**config.mk**
```make
export PLATFORM = sky130hd
export DESIGN_NAME = fft6_cmplx_combine_flat
export DESIGN_NICKNAME = d
export VERILOG_FILES = /design/src/rtl/fft6_pkg.sv /design/src/rtl/fft6_cmplx_combine_if.sv /design/src/rtl/fft6_sm_to_tc.sv /design/src/rtl/fft6_cmplx_combine.sv /design/src/flat_wrapper.sv
export SDC_FILE = /design/constraint.sdc
export NUM_CORES = 1
export LEC_CHECK = 0
export BUFFER_PORTS_ARGS = -buffer_cell sky130_fd_sc_hd__buf_4
export CORE_MARGIN = 1.5
export CORE_UTILIZATION = 26
export CTS_CLUSTER_SIZE = 10
export DETAILED_ROUTE_END_ITERATION = 7
export PLACE_DENSITY = 0.4
export SYNTH_ARGS = -nofsm -noshare
export SYNTH_HDL_FRONTEND = slang
export SYNTH_SLANG_ARGS = --single-unit
```
**constraint.sdc**
```tcl
create_clock -name clk -period 4.5 [get_ports clk]
set_input_delay 0.225 -clock clk [delete_from_list [all_inputs] [get_ports clk]]
set_output_delay 0.225 -clock clk [all_outputs]
set_load 0.01 [all_outputs]
```
**src/rtl/fft6_pkg.sv**
```systemverilog
// Shared widths, channel indices and state encoding for the FFT-6 complex product combiner.
package fft6_pkg;
    localparam int PROD_W = 17;
    localparam int MAG_W  = 16;
    localparam int OUT_W  = 18;
    localparam int NUM_CH = 4;

    localparam int RR = 0;
    localparam int II = 1;
    localparam int RI = 2;
    localparam int IR = 3;

    typedef enum logic [1:0] {
        IDLE    = 2'd0,
        COLLECT = 2'd1,
        EMIT    = 2'd2
    } state_t;
endpackage

```
**src/rtl/fft6_cmplx_combine_if.sv**
```systemverilog
// Product inputs from the four real multipliers and the result bus toward the butterfly adder.
interface fft6_cmplx_combine_if
    import fft6_pkg::*;
();
    logic                     start;
    logic [PROD_W-1:0]        p_rr;
    logic [PROD_W-1:0]        p_ii;
    logic [PROD_W-1:0]        p_ri;
    logic [PROD_W-1:0]        p_ir;
    logic                     rdy_rr;
    logic                     rdy_ii;
    logic                     rdy_ri;
    logic                     rdy_ir;
    logic signed [OUT_W-1:0]  out_re;
    logic signed [OUT_W-1:0]  out_im;
    logic                     out_valid;
    logic                     busy;
    logic                     timeout;

    modport master (
        output start, p_rr, p_ii, p_ri, p_ir, rdy_rr, rdy_ii, rdy_ri, rdy_ir,
        input  out_re, out_im, out_valid, busy, timeout
    );

    modport slave (
        input  start, p_rr, p_ii, p_ri, p_ir, rdy_rr, rdy_ii, rdy_ri, rdy_ir,
        output out_re, out_im, out_valid, busy, timeout
    );
endinterface

```
**src/rtl/fft6_sm_to_tc.sv**
```systemverilog
// Sign-magnitude product to sign-extended two's complement; a negative zero yields 0.
module fft6_sm_to_tc
    import fft6_pkg::*;
#(
    parameter logic NEG_FLAG = 1'b0
) (
    input  logic [PROD_W-1:0]       prod,
    output logic signed [OUT_W-1:0] value
);
    logic [OUT_W-1:0] mag_ext;

    assign mag_ext = OUT_W'(prod[MAG_W-1:0]);
    assign value   = (prod[PROD_W-1] == NEG_FLAG) ? -$signed(mag_ext) : $signed(mag_ext);
endmodule

```
**src/rtl/fft6_cmplx_combine.sv**
```systemverilog
// Collects the four real partial products in any order and emits re = rr - ii, im = ri + ir,
// with a watchdog that abandons a collection whose products never all arrive.
module fft6_cmplx_combine
    import fft6_pkg::*;
#(
    parameter logic NEG_FLAG = 1'b0,
    parameter int   TIMEOUT  = 64
) (
    input  logic                 clk,
    input  logic                 rst_n,
    fft6_cmplx_combine_if.slave  bus
);
    localparam int              WD_W    = 8;
    localparam logic [WD_W-1:0] WD_LAST = WD_W'(TIMEOUT - 1);

    state_t                   state_reg, state_next;
    logic [WD_W-1:0]          wd_reg, wd_next;
    logic [NUM_CH-1:0]        flag_reg, flag_next;
    logic [NUM_CH-1:0]        rdy_vec, capture_en;
    logic [PROD_W-1:0]        prod_in  [NUM_CH];
    logic [PROD_W-1:0]        prod_reg [NUM_CH];
    logic signed [OUT_W-1:0]  tc_val   [NUM_CH];
    logic signed [OUT_W-1:0]  out_re_reg, out_im_reg, re_next, im_next;
    logic                     load_out, timeout_now, collecting;

    assign prod_in[RR] = bus.p_rr;
    assign prod_in[II] = bus.p_ii;
    assign prod_in[RI] = bus.p_ri;
    assign prod_in[IR] = bus.p_ir;
    assign rdy_vec     = {bus.rdy_ir, bus.rdy_ri, bus.rdy_ii, bus.rdy_rr};

    // Capture is suppressed by a restart and once the set is complete (waiting to emit).
    assign collecting = (state_reg == COLLECT) && !bus.start && !(&flag_reg);

    genvar gi;
    generate
        for (gi = 0; gi < NUM_CH; gi++) begin : g_ch
            assign capture_en[gi] = collecting && rdy_vec[gi] && !flag_reg[gi];

            always_ff @(posedge clk) begin
                if (!rst_n) begin
                    prod_reg[gi] <= '0;
                end else if (capture_en[gi]) begin
                    prod_reg[gi] <= prod_in[gi];
                end
            end

            fft6_sm_to_tc #(.NEG_FLAG(NEG_FLAG)) u_cvt (
                .prod  (prod_reg[gi]),
                .value (tc_val[gi])
            );
        end
    endgenerate

    assign re_next = tc_val[RR] - tc_val[II];
    assign im_next = tc_val[RI] + tc_val[IR];

    always_comb begin
        state_next  = state_reg;
        wd_next     = wd_reg;
        flag_next   = flag_reg;
        load_out    = 1'b0;
        timeout_now = 1'b0;
        case (state_reg)
            IDLE: begin
                if (bus.start) begin
                    state_next = COLLECT;
                    flag_next  = '0;
                    wd_next    = '0;
                end
            end
            COLLECT: begin
                if (bus.start) begin
                    flag_next = '0;
                    wd_next   = '0;
                end else if (&flag_reg) begin
                    state_next = EMIT;
                    load_out   = 1'b1;
                end else begin
                    flag_next = flag_reg | capture_en;
                    // A set completed on the expiry edge still counts as completion.
                    if (wd_reg >= WD_LAST && !(&flag_next)) begin
                        timeout_now = 1'b1;
                        state_next  = IDLE;
                    end else begin
                        wd_next = wd_reg + WD_W'(1);
                    end
                end
            end
            EMIT: begin
                if (bus.start) begin
                    state_next = COLLECT;
                    flag_next  = '0;
                    wd_next    = '0;
                end else begin
                    state_next = IDLE;
                end
            end
            default: begin
                state_next = IDLE;
            end
        endcase
    end

    always_ff @(posedge clk) begin
        if (!rst_n) begin
            state_reg  <= IDLE;
            wd_reg     <= '0;
            flag_reg   <= '0;
            out_re_reg <= '0;
            out_im_reg <= '0;
        end else begin
            state_reg <= state_next;
            wd_reg    <= wd_next;
            flag_reg  <= flag_next;
            if (load_out) begin
                out_re_reg <= re_next;
                out_im_reg <= im_next;
            end
        end
    end

    assign bus.out_re    = out_re_reg;
    assign bus.out_im    = out_im_reg;
    assign bus.out_valid = (state_reg == EMIT);
    assign bus.busy      = (state_reg != IDLE);
    assign bus.timeout   = timeout_now;
endmodule

```
**src/flat_wrapper.sv**
```systemverilog
// flat-port wrapper written by rule: the top's interface ports become plain ports
module fft6_cmplx_combine_flat import fft6_pkg::*;
#(
    parameter logic NEG_FLAG = 1'b0,
    parameter int   TIMEOUT  = 64
)
  (clk, rst_n, bus_start, bus_p_rr, bus_p_ii, bus_p_ri, bus_p_ir, bus_rdy_rr, bus_rdy_ii, bus_rdy_ri, bus_rdy_ir, bus_out_re, bus_out_im, bus_out_valid, bus_busy, bus_timeout);
  fft6_cmplx_combine_if bus_i ();
  input  logic clk;
  input  logic rst_n;
  input wire logic [$bits(bus_i.start)-1:0] bus_start;
  input wire logic [$bits(bus_i.p_rr)-1:0] bus_p_rr;
  input wire logic [$bits(bus_i.p_ii)-1:0] bus_p_ii;
  input wire logic [$bits(bus_i.p_ri)-1:0] bus_p_ri;
  input wire logic [$bits(bus_i.p_ir)-1:0] bus_p_ir;
  input wire logic [$bits(bus_i.rdy_rr)-1:0] bus_rdy_rr;
  input wire logic [$bits(bus_i.rdy_ii)-1:0] bus_rdy_ii;
  input wire logic [$bits(bus_i.rdy_ri)-1:0] bus_rdy_ri;
  input wire logic [$bits(bus_i.rdy_ir)-1:0] bus_rdy_ir;
  output wire logic [$bits(bus_i.out_re)-1:0] bus_out_re;
  output wire logic [$bits(bus_i.out_im)-1:0] bus_out_im;
  output wire logic [$bits(bus_i.out_valid)-1:0] bus_out_valid;
  output wire logic [$bits(bus_i.busy)-1:0] bus_busy;
  output wire logic [$bits(bus_i.timeout)-1:0] bus_timeout;
  assign bus_i.start = bus_start;
  assign bus_i.p_rr = bus_p_rr;
  assign bus_i.p_ii = bus_p_ii;
  assign bus_i.p_ri = bus_p_ri;
  assign bus_i.p_ir = bus_p_ir;
  assign bus_i.rdy_rr = bus_rdy_rr;
  assign bus_i.rdy_ii = bus_rdy_ii;
  assign bus_i.rdy_ri = bus_rdy_ri;
  assign bus_i.rdy_ir = bus_rdy_ir;
  assign bus_out_re = bus_i.out_re;
  assign bus_out_im = bus_i.out_im;
  assign bus_out_valid = bus_i.out_valid;
  assign bus_busy = bus_i.busy;
  assign bus_timeout = bus_i.timeout;
  fft6_cmplx_combine #(.NEG_FLAG(NEG_FLAG), .TIMEOUT(TIMEOUT)) u_core (.clk(clk), .rst_n(rst_n), .bus(bus_i));
endmodule
```
==> Implementation_results.wiki, run 1 <==
{| class="wikitable"
! Metric !! Value
|-
| Commonest register cell after synthesis || sky130_fd_sc_hd__edfxtp_1
|-
| Detailed placer's ending HPWL || 15700 µm
|-
| Post-DRT Antenna Nets || 0
|-
| Family with the most delay on the worst path || compound AO/OA/AOI/OAI gates
|-
| Simple-gate share of the synthesized area || 23.4%
|-
| Sequential element share of the synthesized area || 41.6%
|-
| Share of power burned in registers || 37.1%
|-
| Switching power share of the total || 31.2%
|-
| Multiplexer share of the synthesized area || 0.889%
|-
| Area of the mapped netlist || 7320 µm²
|-
| Fin. Hold Viols || 0
|-
| Highest routed layer || met4
|-
| Number of nets in the finished design || 1042
|-
| Final Skew || 0.0190 ns
|-
| Site Rows || 61
|-
| Number of distinct library cells after synthesis || 57
|-
| Worst path cell trace || nor3_1 > nor4b_1 > buf_4 > nor2_1 > xnor2_1 > ha_1 > a21o_1 > a21o_1 > a21o_1 > a311o_1 > a31oi_1 > nand4_1 > o221ai_1
|-
| Nets in the synthesized netlist || 928
|-
| Root Driver || sky130_fd_sc_hd__clkbuf_16
|-
| Post-CTS resize count || 0
|-
| Initial antenna violation count || 0
|-
| Internal power consumption || 2260 µW
|-
| Share of synthesized registers carrying an async set or reset || 0%
|-
| Pre-Repair DR Iteration Count || 5
|-
| Insertion delay to the later sink of the worst-skew pair || 0.43 ns
|-
| Proportion of layout cells with a drive suffix above 1 || 18.0%
|-
| Level count of the clock H-tree || 4
|-
| Run status || finished clean
|-
| Part of the power in the clock network || 40.6%
|-
| Number of buffers on the longest clock path || 2
|-
| Antenna diode count || 0
|-
| Launching element type of the critical path || flop
|-
| Worst-path maximum fanout || 5
|-
| CTS clk-pin slew, worst paths || 0.07 ns
|-
| Biggest area consumer among synthesized cells || sky130_fd_sc_hd__edfxtp_1
|-
| Vertical die dimension || 171 µm
|-
| Routability cong. || 0.821
|-
| Ranking of synthesized cells by instance count || sky130_fd_sc_hd__a21oi_1 (87), sky130_fd_sc_hd__nor2_1 (83), sky130_fd_sc_hd__and2_1 (75)
|-
| Routed wire length || 20500 µm
|-
| Fmax || 295 MHz
|-
| Number of register bits inferred by synthesis || 118
|-
| Wire length on met3 || 628 µm
|-
| Top post-synthesis cells by area || sky130_fd_sc_hd__edfxtp_1 (28%), sky130_fd_sc_hd__dfxtp_1 (14%), sky130_fd_sc_hd__ha_1 (6.7%)
|-
| Synthesized-area fraction occupied by ao, oa, aoi and oai cells || 14.6%
|-
| Rel. slew slack || 36.8%
|-
| Max-Cap Viols || 0
|-
| Clock sink total || 118
|-
| Number of global-route vias before repair || 5851
|-
| Die Footprint || 29200 µm²
|-
| Number of buffers added for setup after CTS || 0
|-
| Layout Utilization || 33.0%
|-
| Post-Place Cells || 1285
|-
| First-pass GRT wire length || 32100 µm
|-
| Pin count of the biggest net entering global routing || 35
|-
| All-Layer GR Usage || 14.5%
|-
| Power density over the cells || 358 nW/µm²
|-
| Post-synth EDFFs || 68
|-
| First-iteration detailed-routing DRC count || 372
|-
| Via count of the routed design || 5972
|-
| Combinational Power Share || 22.3%
|-
| Gate Count Post-Synth || 812
|-
| Number of buffers inserted during clock tree synthesis || 17
|-
| Via-to-Cell Ratio || 4.53
|-
| Flip-flop count of the largest register after layout || 68
|-
| Yosys Warn Count || 0
|-
| Setup repair after global routing missed its margin || no
|-
| Avg Cell Area, Syn || 9.01 µm²
|-
| Worst hold path type || input pin to flop
|-
| CP required || 4.83 ns
|-
| Reported net switching power || 1020 µW
|-
| Final TNS setup || 0 ns
|-
| Detail Route met2 WL || 9670 µm
|-
| DR DRC count || 0
|-
| Synth-to-Final Area Change || 25.4%
|-
| Critical path start-end classification || flop to flop
|-
| Data arrival time of the critical path || 3.72 ns
|-
| Count of hold-fix buffers inserted at cts || 0
|-
| Placeable core region || 27800 µm²
|-
| Critical path endpoint category || flop
|-
| Global-route congestion overflow total || 0
|-
| Slew at the pin with the worst max-slew slack || 0.945 ns
|-
| Number of buffers and inverters on the critical path || 1
|-
| Critical Path Max Stage Delay || 0.45 ns
|-
| TritonCTS clock tree || yes
|-
| Max rail drop VDD || 0.256 mV
|-
| Xor/xnor share of the synthesized area || 9.69%
|-
| Initial cell density of the core || 26.3%
|-
| Share of the synthesized area in the top cell type || 27.9%
|-
| Cell seen most often among critical-path stages || sky130_fd_sc_hd__a21o_1
|-
| Detailed-routing wirelength on met1 || 9910 µm
|-
| Width of the chip || 171 µm
|-
| Final setup violation count || 0
|-
| Top-level I/O count || 114
|-
| Synth Area in Adders || 7.21%
|-
| Number of slew-limit violations in the final report || 0
|-
| Final Critical Period || 3.39 ns
|-
| Library cell contributing the largest single delay on the critical path || sky130_fd_sc_hd__nor3_1
|-
| Total of buffers placed on input and output ports || 113
|-
| Mean routed wirelength per cell || 15.5 µm
|-
| Fraction of the cycle the final worst path needs || 75.3%
|-
| Non-filler cells, final || 1317
|-
| Most frequent cell after synthesis || sky130_fd_sc_hd__a21oi_1
|-
| Main combinational cell family by area after synthesis || simple AND/OR/NAND/NOR gates
|-
| Leakage dissipation || 0.00368 µW
|}
==> power by group through the flow <==
stage / Clock [µW] / Sequential, µW / Combinational [µW]
2_1_floorplan: 0 / 1220 / 524
3_3_place_gp: 0 / 1240 / 743
3_5_place_dp: 0 / 1240 / 732
4_1_cts: 1380 / 1220 / 738
5_1_grt: 1420 / 1230 / 823
6_report: 1330 / 1220 / 732
==> worst paths after layout <==
| check | from | to | slack [ns] | depth (start not counted) |
|---|---|---|---|---|
| worst max-delay path | u_core.prod_reg[2][1] | u_core.bus.out_im[16] | 1.11 | 13 |
| worst min-delay path | bus_p_ii[2] | u_core.prod_reg[1][2] | 0.07 | 2 |
| worst max register to register | u_core.prod_reg[2][1] | u_core.bus.out_im[16] | 1.11 | 13 |
| worst min register to register | u_core.bus.out_im[0] | u_core.bus.out_im[0] | 0.46 | 2 |
==> final cells by class <==
cell class              instances  area, µm²
well taps                     378        473
repair buffers                122        916
clock inverters                15        143
clock buffers                  17        425
multi-input cells             642       4080
fillers                      2975      18600
flip-flops and latches        118       3040
inverters                      25       93.8
==> cells by family after synthesis <==
family / count (synthesis)
compound gates: 180
xor+xnor: 81
fa+ha+maj: 41
buf+inv: 52
flops: 118
mux: 6
simple gates: 334
==> through the flow <==
stage	worst slack (ns)	cell area (µm²)	power, µW	hold WS, ns
after floorplan	1.33	7320	1750	0.393
after global placement	1.09	8610	1990	0.452
after detailed placement	1.13	8610	1980	0.451
after CTS	1.09	9180	3330	0.0534
after global routing	0.829	9180	3470	0.0562
final	1.11	9180	3280	0.0673
==> cells in the final DEF, fill, tap and decap left out, types with 12 or more instances in the layout <==
cell and n:
sky130_fd_sc_hd__and2_1 75, sky130_fd_sc_hd__nand3_1 23, sky130_fd_sc_hd__nor4_1 12, sky130_fd_sc_hd__inv_1 25
sky130_fd_sc_hd__buf_4 122, sky130_fd_sc_hd__xnor2_1 30, sky130_fd_sc_hd__a21oi_1 87, sky130_fd_sc_hd__nor3_1 22
sky130_fd_sc_hd__edfxtp_1 68, sky130_fd_sc_hd__clkbuf_16 17, sky130_fd_sc_hd__nand2_1 62, sky130_fd_sc_hd__nor2_1 82
sky130_fd_sc_hd__xor2_1 51, sky130_fd_sc_hd__o21ai_0 29, sky130_fd_sc_hd__dfxtp_1 50, sky130_fd_sc_hd__ha_1 39
==> per-layer routing <==
metal / vias to the layer above / GRT usage [%]
met5: - / 0
met4: 0 / 4.27
met3: 14 / 3.08
met2: 108 / 23.6
met1: 2748 / 19.3
li1: 3102 / -
Note: power is estimated with default switching activity, not from simulation.
==> run 2: changes to the inputs <==
Settings changed: PLACE_DENSITY 0.4 to 0.41.
Clock period 4.5 ns to 3.1 ns, I/O delays scaled along.
==> run 2 against run 1 <==
Utilization rose by 4.7 points. Flip-flop and latch count is the same. Via count is 6.6% higher. Critical path type unchanged. Critical endpoint is now u_core.bus.out_re[17]. Largest cell class unchanged.
==> Implementation_results.wiki, run 2 (same netlist as run 1, synthesis figures left out) <==
{| class="wikitable"
! Metric !! Value
|-
| Routed wire length || 20800 µm (was 20500 µm)
|-
| Leakage dissipation || 0.00435 µW (was 0.00368 µW)
|-
| Mean routed wirelength per cell || 14.5 µm (was 15.5 µm)
|-
| Number of nets in the finished design || 1166 (was 1042)
|-
| Root Driver || sky130_fd_sc_hd__clkbuf_16 (unchanged)
|-
| Total of buffers placed on input and output ports || 113 (unchanged)
|-
| Beginning of the worst register-to-register path || u_core.prod_reg[0][0] (was u_core.prod_reg[2][1])
|-
| Antenna diode count || 0 (unchanged)
|-
| Initial antenna violation count || 0 (unchanged)
|-
| Power density over the cells || 503 nW/µm² (was 358 nW/µm²)
|-
| Global-route congestion overflow total || 0 (unchanged)
|-
| Final Skew || 0.0249 ns (was 0.0190 ns)
|-
| Commonest non-fill, non-tap cells in the layout || sky130_fd_sc_hd__buf_4 (226), sky130_fd_sc_hd__a21oi_1 (81), sky130_fd_sc_hd__nor2_1 (78), sky130_fd_sc_hd__and2_1 (74), sky130_fd_sc_hd__edfxtp_1 (68) (was sky130_fd_sc_hd__buf_4 (122), sky130_fd_sc_hd__a21oi_1 (87), sky130_fd_sc_hd__nor2_1 (82), sky130_fd_sc_hd__and2_1 (75), sky130_fd_sc_hd__edfxtp_1 (68))
|-
| Critical Path Max Stage Delay || 0.42 ns (was 0.45 ns)
|-
| Run status || finished clean (unchanged)
|-
| Pre-Repair DR Iteration Count || 4 (was 5)
|-
| First-pass GRT wire length || 32800 µm (was 32100 µm)
|-
| Detailed placer's ending HPWL || 16200 µm (was 15700 µm)
|-
| Library cell contributing the largest single delay on the critical path || sky130_fd_sc_hd__edfxtp_1 (was sky130_fd_sc_hd__nor3_1)
|-
| Max rail drop VDD || 0.334 mV (was 0.256 mV)
|-
| Top-level I/O count || 114 (unchanged)
|-
| Launching element type of the critical path || flop (unchanged)
|-
| Number of global-route vias before repair || 6293 (was 5851)
|-
| Max-Cap Viols || 0 (unchanged)
|-
| Overall power after layout || 5270 µW (was 3280 µW)
|-
| Flip-flop count of the largest register after layout || 68 (unchanged)
|-
| Pin count of the biggest net entering global routing || 32 (was 35)
|-
| Final Critical Period || 3.03 ns (was 3.39 ns)
|-
| Layout Utilization || 37.7% (was 33.0%)
|-
| Level count of the clock H-tree || 4 (unchanged)
|-
| Fmax || 330 MHz (was 295 MHz)
|-
| Rel. slew slack || 68.4% (was 36.8%)
|-
| Source of the worst hold timing path || bus_p_ii[10] (was bus_p_ii[2])
|-
| CTS clk-pin slew, worst paths || 0.06 ns (was 0.07 ns)
|-
| Post-DRT Antenna Nets || 0 (unchanged)
|-
| Site Rows || 61 (unchanged)
|-
| Slew at the pin with the worst max-slew slack || 0.470 ns (was 0.945 ns)
|-
| Via count of the routed design || 6369 (was 5972)
|-
| First-iteration detailed-routing DRC count || 233 (was 372)
|-
| Fraction of the cycle the final worst path needs || 97.6% (was 75.3%)
|-
| Width of the chip || 171 µm (unchanged)
|-
| Worst-path maximum fanout || 3 (was 5)
|-
| TritonCTS clock tree || yes (unchanged)
|-
| Fin. Hold Viols || 0 (unchanged)
|-
| Routability cong. || 0.823 (was 0.821)
|-
| Most frequent standard cell in the layout excluding fill and tap cells || sky130_fd_sc_hd__buf_4 (unchanged)
|-
| Data arrival time of the critical path || 3.32 ns (was 3.72 ns)
|-
| Via-to-Cell Ratio || 4.42 (was 4.53)
|-
| Die Footprint || 29200 µm² (unchanged)
|-
| Setup repair after global routing missed its margin || yes (was no)
|-
| CP required || 3.39 ns (was 4.83 ns)
|-
| Worst hold path type || input pin to flop (unchanged)
|-
| Initial cell density of the core || 26.3% (unchanged)
|-
| Proportion of layout cells with a drive suffix above 1 || 29.6% (was 18.0%)
|-
| All-Layer GR Usage || 14.6% (was 14.5%)
|-
| Number of slew-limit violations in the final report || 0 (unchanged)
|-
| Number of buffers on the longest clock path || 2 (unchanged)
|-
| Source of the critical timing path || u_core.prod_reg[0][0] (was u_core.prod_reg[2][1])
|-
| Worst path cell trace || inv_2 > ha_4 > nor2b_4 > nand3_2 > or2_4 > nor3_4 > nor2_1 > xor2_1 > ha_1 > and2_4 > and3_4 > a221o_1 > a31o_2 > xnor2_2 > o21ai_1 (was nor3_1 > nor4b_1 > buf_4 > nor2_1 > xnor2_1 > ha_1 > a21o_1 > a21o_1 > a21o_1 > a311o_1 > a31oi_1 > nand4_1 > o221ai_1)
|-
| Final setup violation count || 0 (unchanged)
|-
| DR DRC count || 0 (unchanged)
|-
| Placeable core region || 27800 µm² (unchanged)
|-
| Critical path start-end classification || flop to flop (unchanged)
|-
| Critical path endpoint category || flop (unchanged)
|-
| Insertion delay to the later sink of the worst-skew pair || 0.42 ns (was 0.43 ns)
|-
| Synth-to-Final Area Change || 43.2% (was 25.4%)
|-
| Number of buffers inserted during clock tree synthesis || 17 (unchanged)
|-
| Clock sink total || 118 (unchanged)
|-
| Vertical die dimension || 171 µm (unchanged)
|}
run 2: cell count changes in the layout (fill, tap and decap cells not counted), moves of 5 or more:
cell,change
sky130_fd_sc_hd__dlygate4sd3_1,+19
sky130_fd_sc_hd__buf_4,+104
sky130_fd_sc_hd__nor4_2,+5
sky130_fd_sc_hd__a21oi_1,-6
sky130_fd_sc_hd__nor4_1,-6
sky130_fd_sc_hd__a21oi_2,+6
run 2: cell type report:
type	count	area (µm²)
Fill cell	2936	17300
Clock inverter	15	203
Sequential cell	118	3040
Multi-Input combinational cell	642	4330
Inverter	25	93.8
Tap cell	378	473
Clock buffer	17	425
Timing Repair Buffer	246	1910
run 2: path summary, 6_finish.rpt:
kind                                  to  slack, ns  cells after the start
setup / recovery   u_core.bus.out_re[17]       0.07                     15
hold / removal    u_core.prod_reg[1][10]       0.02                      2
setup reg to reg   u_core.bus.out_re[17]       0.07                     15
hold reg to reg    u_core.bus.out_re[12]       0.45                      2
run 2: worst max-delay path, delay by kind of cell (launching register included):
| family | cells | cell delay (ns) |
|---|---|---|
| fa+ha+maj | 2 | 0.45 |
| compound gates | 3 | 0.58 |
| flops | 1 | 0.42 |
| buf+inv | 1 | 0.10 |
| simple gates | 7 | 1.09 |
| xor+xnor | 2 | 0.27 |
run 2: timing repair:
action / in CTS / in global routing
pin swaps: 0 / 25
hold buffers: 18 / 1
resized for setup: 8 / 49
setup endpoints to repair: 4 / 15
buffers inserted: 0 / 16
endpoints found under the hold margin: 18 / 1
run 2: metal layers:
metal	part of all wire, %	GRT usage (%)	vias to the layer above
met2	50	25.3	84
met1	47	18.5	2930
met5	0	0	-
li1	-	-	3349
met3	2.4	2.91	6
met4	0.92	3.66	0
run 2: power breakdown:
part | switching [µW] | internal, µW
clock network | 765 | 1350
registers | 49.7 | 1710
logic | 697 | 695
total | 1510 | 3760
run 2: through the flow:
stage | std cells | setup WS [ns] | setup TNS (ns) | hold WS (ns) | instance area [µm²]
after floorplan | 812 | 0.0796 | 0 | 0.323 | 7330
after global placement | 1374 | -0.0906 | -0.113 | 0.437 | 9300
after detailed placement | 1374 | -0.0864 | -0.169 | 0.436 | 9300
after CTS | 1424 | 0.00673 | 0 | 0.000111 | 10100
after global routing | 1441 | -0.141 | -0.349 | 0.000678 | 10500
final | 1441 | 0.0738 | 0 | 0.0181 | 10500
==> run 3: changes to the inputs <==
Settings changed: PLACE_DENSITY 0.41 to not set.
==> run 3 against run 2 <==
Die area did not move. Setup slack got worse by 0.00073 ns. Register-to-register slack barely moved. Clock skew fell by 0.011 ns. Critical path type unchanged. Largest cell class unchanged.
==> Implementation_results.wiki, run 3 (same netlist as run 1, synthesis figures left out) <==
{| class="wikitable"
! Metric !! Value
|-
| Run status || finished clean (unchanged)
|-
| Routed wire length || 20200 µm (was 20800 µm)
|-
| Launching element type of the critical path || flop (unchanged)
|-
| Combinational Power Share || 26.7% (was 26.4%)
|-
| Pin count of the biggest net entering global routing || 35 (was 32)
|-
| Power density over the cells || 482 nW/µm² (was 503 nW/µm²)
|-
| First-iteration detailed-routing DRC count || 298 (was 233)
|-
| Final Critical Period || 3.03 ns (about the same)
|-
| Post-DRT Antenna Nets || 0 (unchanged)
|-
| Least setup slack across all paths after layout || 0.0731 ns (was 0.0738 ns)
|-
| Data arrival time of the critical path || 3.34 ns (was 3.32 ns)
|-
| Initial cell density of the core || 26.3% (unchanged)
|-
| TritonCTS clock tree || yes (unchanged)
|-
| Mean routed wirelength per cell || 14.1 µm (was 14.5 µm)
|-
| Flop2flop setup slack || 0.07 ns (about the same)
|-
| Global-route congestion overflow total || 0 (unchanged)
|-
| Pre-CTS setup slack || -0.0459 ns (was -0.0864 ns)
|-
| Final setup violation count || 0 (unchanged)
|-
| Synth-to-Final Area Change || 43.1% (was 43.2%)
|-
| Top-level I/O count || 114 (unchanged)
|-
| DR DRC count || 0 (unchanged)
|-
| Post-Layout Inst Area || 10500 µm² (about the same)
|-
| Worst setup path endpoint || u_core.bus.out_re[17] (unchanged)
|-
| Total of buffers placed on input and output ports || 113 (unchanged)
|-
| FILL cells || 2834 (was 2936)
|-
| Source of the critical timing path || u_core.prod_reg[0][0] (unchanged)
|-
| Share of power burned in registers || 34.9% (was 33.4%)
|-
| Number of global-route vias before repair || 6161 (was 6293)
|-
| Critical path start-end classification || flop to flop (unchanged)
|-
| Setup repair after global routing missed its margin || yes (unchanged)
|-
| Antenna diode count || 0 (unchanged)
|-
| Critical path endpoint category || flop (unchanged)
|-
| Max-Cap Viols || 0 (unchanged)
|-
| Worst-path maximum fanout || 3 (unchanged)
|-
| Root Driver || sky130_fd_sc_hd__clkbuf_16 (unchanged)
|-
| Internal power consumption || 3490 µW (was 3760 µW)
|-
| Flip-flop count of the largest register after layout || 68 (unchanged)
|-
| FF-to-FF End || u_core.bus.out_re[17] (unchanged)
|-
| Pre-Repair DR Iteration Count || 5 (was 4)
|-
| Slew at the pin with the worst max-slew slack || 0.861 ns (was 0.470 ns)
|-
| Clock sink total || 118 (unchanged)
|-
| Worst Hold Margin || 0.00572 ns (was 0.0181 ns)
|-
| Number of slew-limit violations in the final report || 0 (unchanged)
|-
| Worst hold path type || input pin to flop (unchanged)
|-
| Beginning of the worst register-to-register path || u_core.prod_reg[0][0] (unchanged)
|-
| Proportion of layout cells with a drive suffix above 1 || 27.5% (was 29.6%)
|-
| Vertical die dimension || 171 µm (unchanged)
|-
| All-Layer GR Usage || 13.7% (was 14.6%)
|-
| Placeable core region || 27800 µm² (unchanged)
|-
| Leakage dissipation || 0.00429 µW (was 0.00435 µW)
|-
| CTS clk-pin slew, worst paths || 0.07 ns (was 0.06 ns)
|-
| Placed Area || 9070 µm² (was 9300 µm²)
|-
| Commonest non-fill, non-tap cells in the layout || sky130_fd_sc_hd__buf_4 (195), sky130_fd_sc_hd__nor2_1 (77), sky130_fd_sc_hd__a21oi_1 (77), sky130_fd_sc_hd__and2_1 (73), sky130_fd_sc_hd__edfxtp_1 (68) (was sky130_fd_sc_hd__buf_4 (226), sky130_fd_sc_hd__a21oi_1 (81), sky130_fd_sc_hd__nor2_1 (78), sky130_fd_sc_hd__and2_1 (74), sky130_fd_sc_hd__edfxtp_1 (68))
|-
| Die Footprint || 29200 µm² (unchanged)
|-
| Via-to-Cell Ratio || 4.59 (was 4.42)
|-
| Via count of the routed design || 6597 (was 6369)
|-
| Fraction of the cycle the final worst path needs || 97.6% (about the same)
|-
| Rel. slew slack || 42.4% (was 68.4%)
|-
| Site Rows || 61 (unchanged)
|-
| Initial antenna violation count || 0 (unchanged)
|-
| Number of buffers on the longest clock path || 2 (unchanged)
|-
| Number of buffers inserted during clock tree synthesis || 17 (unchanged)
|-
| Overall power after layout || 5050 µW (was 5270 µW)
|-
| CP required || 3.42 ns (was 3.39 ns)
|-
| Number of nets in the finished design || 1163 (was 1166)
|-
| First-pass GRT wire length || 30600 µm (was 32800 µm)
|-
| Max rail drop VDD || 0.354 mV (was 0.334 mV)
|-
| Part of the power in the clock network || 38.4% (was 40.2%)
|-
| Detailed placer's ending HPWL || 15000 µm (was 16200 µm)
|-
| Final Skew || 0.0136 ns (was 0.0249 ns)
|-
| Most frequent standard cell in the layout excluding fill and tap cells || sky130_fd_sc_hd__buf_4 (unchanged)
|-
| Level count of the clock H-tree || 4 (unchanged)
|-
| Switching power share of the total || 30.9% (was 28.7%)
|-
| Insertion delay to the later sink of the worst-skew pair || 0.43 ns (was 0.42 ns)
|-
| Fmax || 330 MHz (about the same)
|-
| Routability cong. || 0.878 (was 0.823)
|-
| Reported net switching power || 1560 µW (was 1510 µW)
|-
| Width of the chip || 171 µm (unchanged)
|-
| Layout Utilization || 37.7% (about the same)
|-
| Worst R2R Path Depth || 15 (unchanged)
|-
| Fin. Hold Viols || 0 (unchanged)
|}
[run 3: cell types whose count changed in the layout (fill, tap and decap cells not counted), sizes merged]
cell / before / now
buf: 227 / 196
bufinv: 4 / 1
clkinv: 5 / 4
clkinvlp: 3 / 4
dlygate4sd3: 19 / 47
inv: 28 / 31
[run 3: layout make-up]
cell class                 instances  area, µm²  share of cell area, %
multi-input combinational        642       4350                   41.5
sequential                       118       3040                   29.0
timing repair buffer             243       1950                   18.6
tap                              378        473                   4.52
clock buffer                      17        425                   4.06
clock inverter                    15        146                   1.40
inverter                          25       93.8                  0.896
[run 3: timing repair]
item	4_1_cts	5_1_grt
hold endpoints to repair	43	4
endpoints found under the setup margin	1	16
hold buffers	43	4
gates cloned	0	0
resized for setup	4	58
buffers inserted	1	13
pin swaps	1	12
[run 3: how the worst min path moves through the flow]
stage          cells past startpoint          from  slack, ns                     end
2_1_floorplan                      2    bus_rdy_ri       0.32      u_core.flag_reg[2]
3_3_place_gp                       2   bus_p_ii[2]       0.44   u_core.prod_reg[1][2]
3_5_place_dp                       2  bus_p_ri[10]       0.44  u_core.prod_reg[2][10]
4_1_cts                            2  bus_p_ii[14]     0.0002  u_core.prod_reg[1][14]
5_1_grt                            2   bus_p_ri[5]     0.0009   u_core.prod_reg[2][5]
6_report                           2  bus_p_ii[14]      0.006  u_core.prod_reg[1][14]
[run 3: through the flow]
stage | TNS, ns | cells
CTS | 0 | 1421
global route | -0.247 | 1438
floorplan | 0 | 812
global placement | 0 | 1345
finish | 0 | 1438
detailed placement | -0.0459 | 1345
[run 3: worst max-delay path, stage by stage (launching register included)]
cell,delay (ns)
sky130_fd_sc_hd__edfxtp_1,0.40
sky130_fd_sc_hd__inv_2,0.08
sky130_fd_sc_hd__ha_2,0.17
sky130_fd_sc_hd__nor2b_4,0.15
sky130_fd_sc_hd__nand3_2,0.10
sky130_fd_sc_hd__or2_4,0.26
sky130_fd_sc_hd__nor3_2,0.11
sky130_fd_sc_hd__nor2_1,0.07
sky130_fd_sc_hd__xor2_1,0.14
sky130_fd_sc_hd__ha_1,0.34
sky130_fd_sc_hd__and2_4,0.18
sky130_fd_sc_hd__and3_1,0.18
sky130_fd_sc_hd__a221o_1,0.29
sky130_fd_sc_hd__a31o_2,0.23
sky130_fd_sc_hd__xnor2_2,0.14
sky130_fd_sc_hd__o21ai_1,0.06
[run 3: power by group through the flow]
stage	combinational (µW)	clock [µW]	sequential (µW)
after floorplan	761	0	1780
after global placement	1180	0	1790
after detailed placement	1190	0	1790
after CTS	1250	1990	1760
after global routing	1470	2050	1770
final	1350	1940	1760
[run 3: layer usage]
layer | vias to the layer above | part of all wire, % | global-route usage, %
li1 | 3352 | - | -
met1 | 3059 | 44 | 16.4
met2 | 154 | 49 | 23.6
met3 | 32 | 4.0 | 3.24
met4 | 0 | 2.1 | 5.27
met5 | - | 0 | 0
